**config.mk**
```make
export PLATFORM = sky130hd
export DESIGN_NAME = counter_mod
export DESIGN_NICKNAME = d
export VERILOG_FILES = /design/src/rtl/counter_mod.sv
export SDC_FILE = /design/constraint.sdc
export NUM_CORES = 1
export LEC_CHECK = 0
export CORE_AREA = 3 3 70 59
export DETAILED_ROUTE_END_ITERATION = 6
export DIE_AREA = 0 0 73 62
export PLACE_DENSITY_LB_ADDON = 0.15
export SYNTH_ARGS = -nofsm -noshare
export SYNTH_HDL_FRONTEND = slang
export SYNTH_SLANG_ARGS = --single-unit
```
**constraint.sdc**
```tcl
create_clock -name clk -period 2.8 [get_ports clk]
set_clock_uncertainty 0.15 [all_clocks]
set_input_delay 0.56 -clock clk [delete_from_list [all_inputs] [get_ports clk]]
set_output_delay 0.56 -clock clk [all_outputs]
set_load 0.005 [all_outputs]
```
**src/rtl/counter_mod.sv**
```systemverilog
// counter_mod: up/down counter with terminal count MAX_VAL, wrap or saturate
// at the boundaries, synchronous clear and clamped load.
//
// Parameters
//   WIDTH    : counter width in bits (2..32)
//   MAX_VAL  : terminal count (1..2**WIDTH-1)
//   PRESCALE : clock cycles per counting step (1..65536); only used when the
//              macro COUNTER_MOD_PRESCALE_EN is defined, ignored otherwise
//
// Ports
//   clk      : clock, rising edge
//   rst      : synchronous active-high reset
//   en       : counting enable
//   clr      : synchronous clear to 0
//   load     : synchronous load of min(load_val, MAX_VAL)
//   load_val : value to load
//   up_dn    : direction, 1 = up, 0 = down
//   sat_mode : boundary behaviour, 1 = saturate, 0 = wrap
//   cntr     : registered count
//   tc       : registered one-cycle pulse in the cycle cntr shows a wrapped value
//   at_lim   : combinational, cntr sits at the limit of the current direction
//
// Update priority per edge: rst > clr > load > count step.
module counter_mod #(
  parameter int unsigned      WIDTH    = 16,
  parameter logic [WIDTH-1:0] MAX_VAL  = {WIDTH{1'b1}},
  parameter int unsigned      PRESCALE = 1
) (
  input  logic             clk,
  input  logic             rst,
  input  logic             en,
  input  logic             clr,
  input  logic             load,
  input  logic [WIDTH-1:0] load_val,
  input  logic             up_dn,
  input  logic             sat_mode,
  output logic [WIDTH-1:0] cntr,
  output logic             tc,
  output logic             at_lim
);

  // Elaboration-time parameter range checks
  if (WIDTH < 2 || WIDTH > 32) begin : g_bad_width
    $error("counter_mod: WIDTH must be in 2..32");
  end
  if (MAX_VAL == '0) begin : g_bad_max
    $error("counter_mod: MAX_VAL must be at least 1");
  end
  if (PRESCALE < 1 || PRESCALE > 65536) begin : g_bad_prescale
    $error("counter_mod: PRESCALE must be in 1..65536");
  end

  logic             step;
  logic [WIDTH-1:0] cntr_d;
  logic [WIDTH-1:0] load_lim;
  logic             tc_d;
  logic             at_max;
  logic             at_zero;

`ifdef COUNTER_MOD_PRESCALE_EN
  localparam int unsigned   PW      = (PRESCALE > 1) ? $clog2(PRESCALE) : 1;
  localparam logic [PW-1:0] PS_LAST = PW'(PRESCALE - 1);

  logic [PW-1:0] psc_q;
  logic [PW-1:0] psc_d;
  logic          tick;

  // Tick on the last phase of each prescale period
  assign tick = (psc_q == PS_LAST);

  // Prescale phase advances only while enabled; clr/load restart the period
  always_comb begin
    psc_d = psc_q;
    if (clr || load) begin
      psc_d = '0;
    end else if (en) begin
      psc_d = tick ? '0 : psc_q + PW'(1);
    end
  end

  always_ff @(posedge clk) begin
    if (rst) begin
      psc_q <= '0;
    end else begin
      psc_q <= psc_d;
    end
  end

  assign step = en && tick;
`else
  assign step = en;
`endif

  assign at_max   = (cntr == MAX_VAL);
  assign at_zero  = (cntr == '0);
  assign load_lim = (load_val > MAX_VAL) ? MAX_VAL : load_val;
  assign at_lim   = up_dn ? at_max : at_zero;

  // Next count and wrap pulse; tc only fires on a wrapping step
  always_comb begin
    cntr_d = cntr;
    tc_d   = 1'b0;
    if (clr) begin
      cntr_d = '0;
    end else if (load) begin
      cntr_d = load_lim;
    end else if (step) begin
      if (up_dn) begin
        if (!at_max) begin
          cntr_d = cntr + WIDTH'(1);
        end else if (!sat_mode) begin
          cntr_d = '0;
          tc_d   = 1'b1;
        end
      end else begin
        if (!at_zero) begin
          cntr_d = cntr - WIDTH'(1);
        end else if (!sat_mode) begin
          cntr_d = MAX_VAL;
          tc_d   = 1'b1;
        end
      end
    end
  end

  // Count and pulse registers
  always_ff @(posedge clk) begin
    if (rst) begin
      cntr <= '0;
      tc   <= 1'b0;
    end else begin
      cntr <= cntr_d;
      tc   <= tc_d;
    end
  end

endmodule

```
==> flow_results.org <==
** Synthesis
- Register bit total from synthesis :: 17
- Of the total synthesized cell area, the portion taken by full adders, half adders and majority gates is 0.0218.
- Averaged over all synthesized cells, the footprint is 7.91 sq um.
- Share of the synthesized netlist area taken by xor and xnor gates :: 0.0305
- Synthesized-area fraction occupied by ao, oa, aoi and oai cells :: 0.324
- Synth warn :: 0
- Main combinational cell family by area after synthesis :: compound AO/OA/AOI/OAI gates
- Counting flops with an async set or reset pin after synthesis yields a share of 0.
- Cell accounting for the most synthesized area :: sky130_fd_sc_hd__dfxtp_1
- Cell types occupying the most area after synthesis :: sky130_fd_sc_hd__dfxtp_1, sky130_fd_sc_hd__buf_6, sky130_fd_sc_hd__a21oi_1
- Library cells used by synthesis :: 64
- Dominant register cell in the synthesized netlist :: sky130_fd_sc_hd__dfxtp_1
- After technology mapping, the gate count stands at 218.
- Counting every net in the synthesized netlist gives 244.
- Share of synthesized area occupied by flip-flops and latches :: 0.197
- Of the post-synthesis cell area, the dominant cell type holds 0.197.
- Number of synthesized flops with an enable pin :: 0
- After synthesis, the share of cell area in mux cells is 0.
- Most frequent cells after synthesis :: sky130_fd_sc_hd__dfxtp_1, sky130_fd_sc_hd__nand2_1, sky130_fd_sc_hd__a21oi_1, sky130_fd_sc_hd__nor2_1
- In this run the cell area of the synthesized design comes to about 1700 sq um.
- Post-Synth Simple-Gate Area :: 0.311

** Global routing
- Total GRT Usage :: 0.264
- The number of global-route vias before repair is 1804.
- Largest net degree at the start of global routing :: 18
- The initial antenna violation count was 0.
- The total overflow left after global routing is 0.
- First-pass GRT wire length :: slightly above 9 mm

** Worst setup path
- On the worst path, the slowest cell contributes a delay of 0.42 ns.
- Type of destination of the critical path :: primary output
- Data arrival, critical path :: about 2.0 ns
- For the worst setup path, the data required time is around 2.1 ns.
- The slowest stage of the critical path is the sky130_fd_sc_hd__nor4b_1 cell.
- STA classifies the critical path startpoint as a flip-flop.
- Biggest fanout along the worst timing path :: 4
- The critical path in this run is classified as reg -> out.
- Walking the worst path, the cells encountered are inv_1 > ha_1 > nor4b_1 > nand3_1 > o22ai_4 > clkdlybuf4s15_2.

** Run
- Total of max-cap violations :: 0

** Power
- Highest ir drop seen on vdd :: 346 uV
- Summed over all cells, the static leakage comes to slightly above 0.9 nW.
- Pwr per Cell Area :: 351 nW/um^2
- Power comes to 0.826 mW.

** Final layout
- In the final layout, the share of cells above drive strength 1 is 0.225.
- Layout area overhead :: 36.5%
- Once layout is done, the placed cells without fillers occupy 2350 sq um.
- 0 antenna diodes ended up in the layout.
- Final layout net count :: 307

** Routing
- DR pass1 iterations :: 5
- After the first detailed-routing iteration, the DRC count stood at ~270.
- Dividing the detail-routed via count by the number of cells gives approximately 6.3.
- Remaining DRCs :: 0
- Once detail routing completed, the nets flagged for antenna violations numbered 0.
- WL per Instance :: between 15 and 20 um
- Detailed routing inserted a total of 2023 vias.
- Overall routed net length :: 5.66 mm

** Timing
- Tightest slew margin relative to the limit :: 0.670
- Hold violation count in the final report :: 0
- Slew Viols, Final :: 0
- In the finished design, the share of the clock period the worst path needs comes to 0.952.
- After layout, the worst setup slack is approximately 0.14 ns.
- Setup repair after global routing left no endpoint under its margin.
- Timing would allow up to 0.375 GHz.
- Setup violations remaining at the end of the flow were counted as 0.
- The worst path needs between 2 and 3 ns of the cycle, external delays included.
- For the pin with the worst max-slew slack, the measured transition is a little under 0.5 ns.

** Floorplan
- Initial core utilization :: 0.501
- Core ar. :: roughly 3400 sq um
- The die is 62 um tall.
- Total die area :: 4530 sq um
- Number of placed I/O pins :: 41
- Placement Rows :: 19
- X dimension of the die :: 73 um

** Place
- Final weighted congestion of routability-driven global placement :: 0.967
- Sum of net half-perimeters after detailed placement :: 4.34 mm
- Timing analysis after detailed placement gives a worst setup slack of -0.353 ns.
- Port buffering added 40 buffers.
- Once placement finished, the instance area stood at about 2300 sq um.

** Clocking
- The clock reaches the later pin of the worst-skew pair after 0.26 ns.
- Clock tree from TritonCTS :: yes
- Quantity of hold-fixing buffers added after cts :: 0
- No sink is reached through more buffers than the 2 on the longest clock path.
- After clock tree synthesis, the clock-pin slew on the worst setup and hold paths is around 0.07 ns.
- The clock drives 17 sinks.
- Root Buffer Master :: sky130_fd_sc_hd__clkbuf_8
- The number of clock buffers added by TritonCTS is 3.
- Number of levels the H-tree was split into :: 1

** Run status
- Result of the run :: complete, no violations

** Hold path
- Kind of path behind the tightest hold check :: reg -> reg
## logic make-up (layout without fill, tap and decap cells)
group / Yosys count / in the layout
flops: 17 / 17
buf+inv: 29 / 91
fa+ha+maj: 3 / 3
simple gates: 90 / 90
compound gates: 73 / 73
xor+xnor: 6 / 6
## cells in the final DEF (no fill, tap or decap), drive strengths merged, types with 8 or more instances in the layout
cell type	synthesis	final
clkdlybuf4s50	0	38
buf	12	37
nand2	18	18
dfxtp	17	17
a21oi	17	17
nor2	16	16
inv	10	10
nand3	10	10
o21ai	10	10
nor3	8	8
nand4	8	8
## critical path: cells and delay by family (launching register included)
kind | cells | cell delay (ns)
and+or+nand+nor | 2 | 0.65
buffers and inverters | 2 | 0.33
DFF | 1 | 0.35
adders and majority gates | 1 | 0.17
AOI/OAI and AO/OA | 1 | 0.19
## report_power, final
part           leakage (nW)  internal (mW)  switching [mW]  total (mW)
clock network        0.0228          0.102          0.0990       0.200
logic                 0.742          0.178           0.173       0.351
registers             0.139          0.256          0.0195       0.275
## worst paths after layout
path / from / end / slack (ns) / cells past startpoint
setup / recovery: cntr[1] / at_lim / 0.14 / 6
hold / removal: cntr[1] / cntr[1] / 0.41 / 2
setup reg to reg: cntr[1] / cntr[12] / 0.24 / 10
hold reg to reg: cntr[1] / cntr[1] / 0.41 / 2
## layout make-up
cell class,count,area (sq um)
well taps,42,52.6
multi-input cells,172,1200
repair buffers,77,682
clock buffers,4,45.0
fillers,315,1090
flip-flops and latches,17,340
inverters,10,37.5
## sequential cells by signal (all words and copies together), names as in the netlist
signal  flops
tc          1
cntr       16
## metal layers
metal / routed length [um] / track usage / up-vias
li1: - / - / 969
met1: 2690 / 0.390 / 951
met2: 2460 / 0.408 / 93
met3: 427 / 0.0402 / 10
met4: 76 / 0.0500 / 0
met5: 0 / 0 / -
## per-stage QoR
step                setup TNS (ns)  hold WS (ns)   util  cells
finish                           0         0.412  0.683    322
floorplan                        0         0.413      -    218
global route                     0         0.438  0.683    322
detailed placement          -0.625         0.401  0.666    318
CTS                              0         0.408  0.682    322
global placement            -0.557         0.393  0.666    318
## what timing repair did
item,in CTS,in global routing
setup endpoints to repair,1,1
setup buffers,0,0
pin swaps,2,1
gates resized for setup,5,1
No activity file was read; power rests on OpenSTA's default activity.
==> edit 1 (same settings) <==
Put one more register stage on the output `cntr`, cleared by the reset. The value now appears one clock later. The other outputs are not delayed to match. Comments in the files are not updated.
--- a/src/rtl/counter_mod.sv
+++ b/src/rtl/counter_mod.sv
@@ -40,2 +40,4 @@
 );
+
+  logic [WIDTH-1:0] cntr_s0;
 
@@ -93,4 +95,4 @@
 
-  assign at_max   = (cntr == MAX_VAL);
-  assign at_zero  = (cntr == '0);
+  assign at_max   = (cntr_s0 == MAX_VAL);
+  assign at_zero  = (cntr_s0 == '0);
   assign load_lim = (load_val > MAX_VAL) ? MAX_VAL : load_val;
@@ -100,3 +102,3 @@
   always_comb begin
-    cntr_d = cntr;
+    cntr_d = cntr_s0;
     tc_d   = 1'b0;
@@ -109,3 +111,3 @@
         if (!at_max) begin
-          cntr_d = cntr + WIDTH'(1);
+          cntr_d = cntr_s0 + WIDTH'(1);
         end else if (!sat_mode) begin
@@ -116,3 +118,3 @@
         if (!at_zero) begin
-          cntr_d = cntr - WIDTH'(1);
+          cntr_d = cntr_s0 - WIDTH'(1);
         end else if (!sat_mode) begin
@@ -128,7 +130,15 @@
     if (rst) begin
-      cntr <= '0;
+      cntr_s0 <= '0;
       tc   <= 1'b0;
     end else begin
-      cntr <= cntr_d;
+      cntr_s0 <= cntr_d;
       tc   <= tc_d;
+    end
+  end
+
+  always_ff @(posedge clk) begin
+    if (rst) begin
+      cntr <= '0;
+    end else begin
+      cntr <= cntr_s0;
     end
Behaviour: not the same (Yosys sat finds a counterexample within 4 cycles, from zero or initial values and one cycle with rst high).
==> edit 1 against the original RTL <==
  * Synthesized cell count is 25% higher
  * Area after synthesis is 22% higher
  * Final cell count is 16% higher
  * Die area stayed put
  * Clock power is 140% higher
  * Cell area is 21% higher
  * Sequential cell count is 16 higher
  * Wire length is 19% higher
  * Sequential share of layout area is 8.7 points higher
  * Power is 68% higher
  * Critical path type unchanged
  * Setup slack better by 0.088 ns
==> edit 1: results (changes against the original RTL) <==
* HP Start: cntr_s0[1]$_SDFFE_PP0P_ (was cntr[1]$_SDFFE_PP0P_)
* Vias in the first global route at 2220 (was 1804)
* Gp weighted congestion at 0.964 (was 0.967)
* R2R Path Start: cntr_s0[0]$_SDFFE_PP0P_ (was cntr[1]$_SDFFE_PP0P_)
* WHS Endpoint: cntr_s0[1]$_SDFFE_PP0P_ (was cntr[1]$_SDFFE_PP0P_)
* Mapped Nets at 298 (was 244)
* Met3 WL at 796 um (was 427 um)
* Pleak at 1.08 nW (was 0.905 nW)
* Clk pwr share at 0.345 (was 0.243)
* M1 wire length at 2.62 mm (was 2.69 mm)
* Layout cell share with drive strength beyond 1 at 0.181 (was 0.225)
* CP startpoint: cntr_s0[2]$_SDFFE_PP0P_ (was cntr[1]$_SDFFE_PP0P_)
* Switching Share at 0.298 (was 0.352)
* R2R setup slack at 0.27 ns (was 0.24 ns)
* Drt first pass iters at 6 (was 5)
* CLK BUF at 7 (was 4)
* Clk Latency, worst-skew pair at 0.30 ns (was 0.26 ns)
* Top flop regs: cntr x16, cntr_s0 x16, tc x1 (was cntr x16, tc x1)
* GR met3 Demand/Resource at 0.0740 (was 0.0402)
* Multi-input comb cells at 207 (was 172)
* Seq area share at 0.231 (was 0.145)
* Final Power at 1.39 mW (was 826 uW)
* Seq/Total Area, Yosys at 0.313 (was 0.197)
* Multi-input combinational area share at 0.461 (was 0.509)
* FILL cells at 231 (was 315)
* Total GRT Usage at 0.315 (was 0.264)
* Final HPWL from detailed placement at 4.78 mm (was 4.34 mm)
* Met2 usage at 0.512 (was 0.408)
* Met1 Use GR at 0.404 (was 0.390)
* Seq pwr share at 0.366 (was 0.333)
* Vias per cell at 6.54 (was 6.28)
* Status: finished, final reports clean (unchanged)
* Seq cells at 33 (was 17)
* Post-Syn Area at 2110 um^2 (was 1730 um^2)
* Inverters at 6 (was 10)
* CTS buffer count at 5 (was 3)
* Signal buf overhead at 0.241 (was 0.290)
* Global-route wire length before repair at 10.7 mm (was 9.05 mm)
* Peak supply drop at 362 uV (was 346 uV)
* Reg2Reg Depth at 8 (was 10)
## edit 1: changes by cell type in the layout (fill, tap and decap cells not counted), sizes merged, moves of 4 or more
cell	before	now
nor2b	1	13
inv	10	5
clkbuf	4	8
nand4	8	12
o31ai	0	4
or2	1	5
dfxtp	17	33
nor2	16	24
o211ai	5	0
o21ai	10	17
## edit 1: critical path, cell delays in order, from the launching register on
cell      delay, ns
dfxtp_1        0.32
or4_4          0.61
nor4_4         0.22
and2_4         0.20
or2_2          0.12
clkbuf_2       0.11
## edit 1: logic make-up after synthesis
family | count (synthesis) | synth area share
simple gates | 129 | 0.350
compound gates | 68 | 0.220
fa+ha+maj | 3 | 0.0178
flops | 33 | 0.313
xor+xnor | 7 | 0.0290
buf+inv | 32 | 0.0705
## edit 1: timing repair
| item | 4_1_cts | 5_1_grt |
|---|---|---|
| pin swaps | 1 | 1 |
| resized for setup | 2 | 5 |
| setup endpoints to repair | 1 | 1 |
| setup buffers | 2 | 1 |
==> edit 2 (config.mk and constraints unchanged) <==
Without the edit above. Change the parameter `WIDTH` from 16 to 18.
--- a/src/rtl/counter_mod.sv
+++ b/src/rtl/counter_mod.sv
@@ -24,3 +24,3 @@
 module counter_mod #(
-  parameter int unsigned      WIDTH    = 16,
+  parameter int unsigned      WIDTH    = 18,
   parameter logic [WIDTH-1:0] MAX_VAL  = {WIDTH{1'b1}},
Interface: changed (resized cntr and load_val); port bits go from 41 to 45. The function was not compared with the original's and may differ.
==> edit 2 against the original RTL <==
  * Area after synthesis down 1.4%
  * Wire length down 3.0%
  * Cell area down 1.2%
  * Critical path depth unchanged
  * Largest power group is now registers
  * Critical endpoint unchanged
  * Critical path type is now primary input to output pin
  * Sequential power up 12%
  * Sequential share of layout area up 1.9 points
  * Final cell count up 1.2%
  * Power down 2.2%
  * Setup slack better by 0.041 ns
  * Utilization down 0.80 points
  * Sequential cell count up 2
  * Global-route usage down 1.1 points
  * Via count up 0.30%
  * Highest routed layer unchanged
  * Largest cell class unchanged
==> edit 2: results (changes against the original RTL) <==
* Mapped Nets at 254 (was 244)
* Peak supply drop at 328 uV (was 346 uV)
* Global-route wire length before repair at 8.70 mm (was 9.05 mm)
* Final HPWL from detailed placement at 4.26 mm (was 4.34 mm)
* Total GRT Usage at 0.253 (was 0.264)
* FILL cells at 288 (was 315)
* Pleak at 0.876 nW (was 0.905 nW)
* Status: finished, final reports clean (unchanged)
* R2R Path Start: cntr[0]$_SDFFE_PP0P_ (was cntr[1]$_SDFFE_PP0P_)
* NetSw at 278 uW (was 291 uW)
* Largest net degree at the start of global routing at 21 (was 18)
* Seq/Total Area, Yosys at 0.224 (was 0.197)
* Nets at 312 (was 307)
* Initial DRC Count at 242 (was 267)
* Layout cell share with drive strength beyond 1 at 0.165 (was 0.225)
* RR Endpoint: cntr[5]$_SDFFE_PP0P_ (was cntr[12]$_SDFFE_PP0P_)
* Reg2Reg Depth at 8 (was 10)
* R2R setup slack at 0.41 ns (was 0.24 ns)
* Synth top cells by count: o21ai_0, nand2_1, dfxtp_1 (was dfxtp_1, nand2_1, a21oi_1, nor2_1)
* Top flop regs: cntr x18, tc x1 (was cntr x16, tc x1)
* PortBufs at 44 (was 40)
* Critical path arrival at 1.91 ns (was 1.95 ns)
* DRT Wirelength at 5.49 mm (was 5.66 mm)
* Gp weighted congestion at 1.04 (was 0.967)
* HP Start: cntr[17]$_SDFFE_PP0P_ (was cntr[1]$_SDFFE_PP0P_)
* Count of cell types in the netlist at 54 (was 64)
* Hold WS at 0.402 ns (was 0.412 ns)
* WHS Endpoint: cntr[17]$_SDFFE_PP0P_ (was cntr[1]$_SDFFE_PP0P_)
* Vias in the first global route at 1748 (was 1804)
* Crit-path max FO at 2 (was 4)
-- edit 2: cell count changes in the layout (fill, tap and decap cells not counted), moves of 4 or more --
cell	delta
o21ai_0	+17
buf_4	-12
nor3_1	+9
nand3_1	+6
xor2_1	+6
a211oi_1	+5
clkdlybuf4s50_1	+5
nor2_1	-5
o21ai_1	-5
a21oi_1	-4
a311oi_1	+4
-- edit 2: power by group through the flow --
stage | combinational [mW] | clock, mW | sequential, mW
2_1_floorplan | 0.166 | 0 | 0.308
3_3_place_gp | 0.282 | 0 | 0.313
3_5_place_dp | 0.281 | 0 | 0.313
4_1_cts | 0.283 | 0.218 | 0.306
5_1_grt | 0.312 | 0.225 | 0.309
6_report | 0.287 | 0.214 | 0.307
-- edit 2: timing repair --
action,CTS,global route
gates resized for setup,3,0
setup endpoints to repair,1,0
hold buffers,0,0
-- edit 2: worst max-delay path by stage --
stage,start,endpoint,slack [ns]
3_5_place_dp,up_dn,at_lim,-0.10
4_1_cts,up_dn,at_lim,0.17
2_1_floorplan,cntr[11]$_SDFFE_PP0P_,cntr[9]$_SDFFE_PP0P_,0.64
5_1_grt,up_dn,at_lim,0.1
6_report,up_dn,at_lim,0.18
3_3_place_gp,up_dn,at_lim,-0.07
-- edit 2: layout make-up --
class | count | area, um^2 | area share
multi-input cells | 183 | 1180 | 0.509
repair buffers | 69 | 627 | 0.269
flip-flops and latches | 19 | 380 | 0.163
well taps | 42 | 52.6 | 0.0226
clock buffers | 3 | 41.3 | 0.0177
inverters | 9 | 33.8 | 0.0145
clock inverters | 1 | 7.51 | 0.00323
-- edit 2: routing by layer --
metal  up-vias  GRT usage  wire length (um)
met5         -          0                 0
met4         0     0.0447                19
met3         2     0.0643               589
met2       117      0.383              2360
met1       921      0.366              2520
li1        989          -                 -
-- edit 2: per-stage QoR --
step                setup slack (ns)  instances  cell area [um^2]  setup TNS, ns
finish                         0.176        326              2330              0
global route                  0.0953        326              2330              0
CTS                            0.166        326              2330              0
detailed placement            -0.105        322              2270         -0.105
global placement             -0.0748        322              2270        -0.0748
floorplan                      0.643        227              1700              0
-- edit 2: kinds of logic after synthesis --
kind of cell,after synthesis,share of synthesized area
muxes,3,0.0184
adders and majority gates,2,0.0147
buffers and inverters,25,0.0831
AOI/OAI and AO/OA,70,0.278
and+or+nand+nor,98,0.331
DFF,19,0.224
xor gates and xnor gates,10,0.0515
-- edit 2: critical path, stage by stage --
cell and delay (ns):
clkdlybuf4s50_1 0.48, and2_4 0.15, nand4_2 0.09, or2_2 0.32, nand2_1 0.07, dlygate4sd2_1 0.23
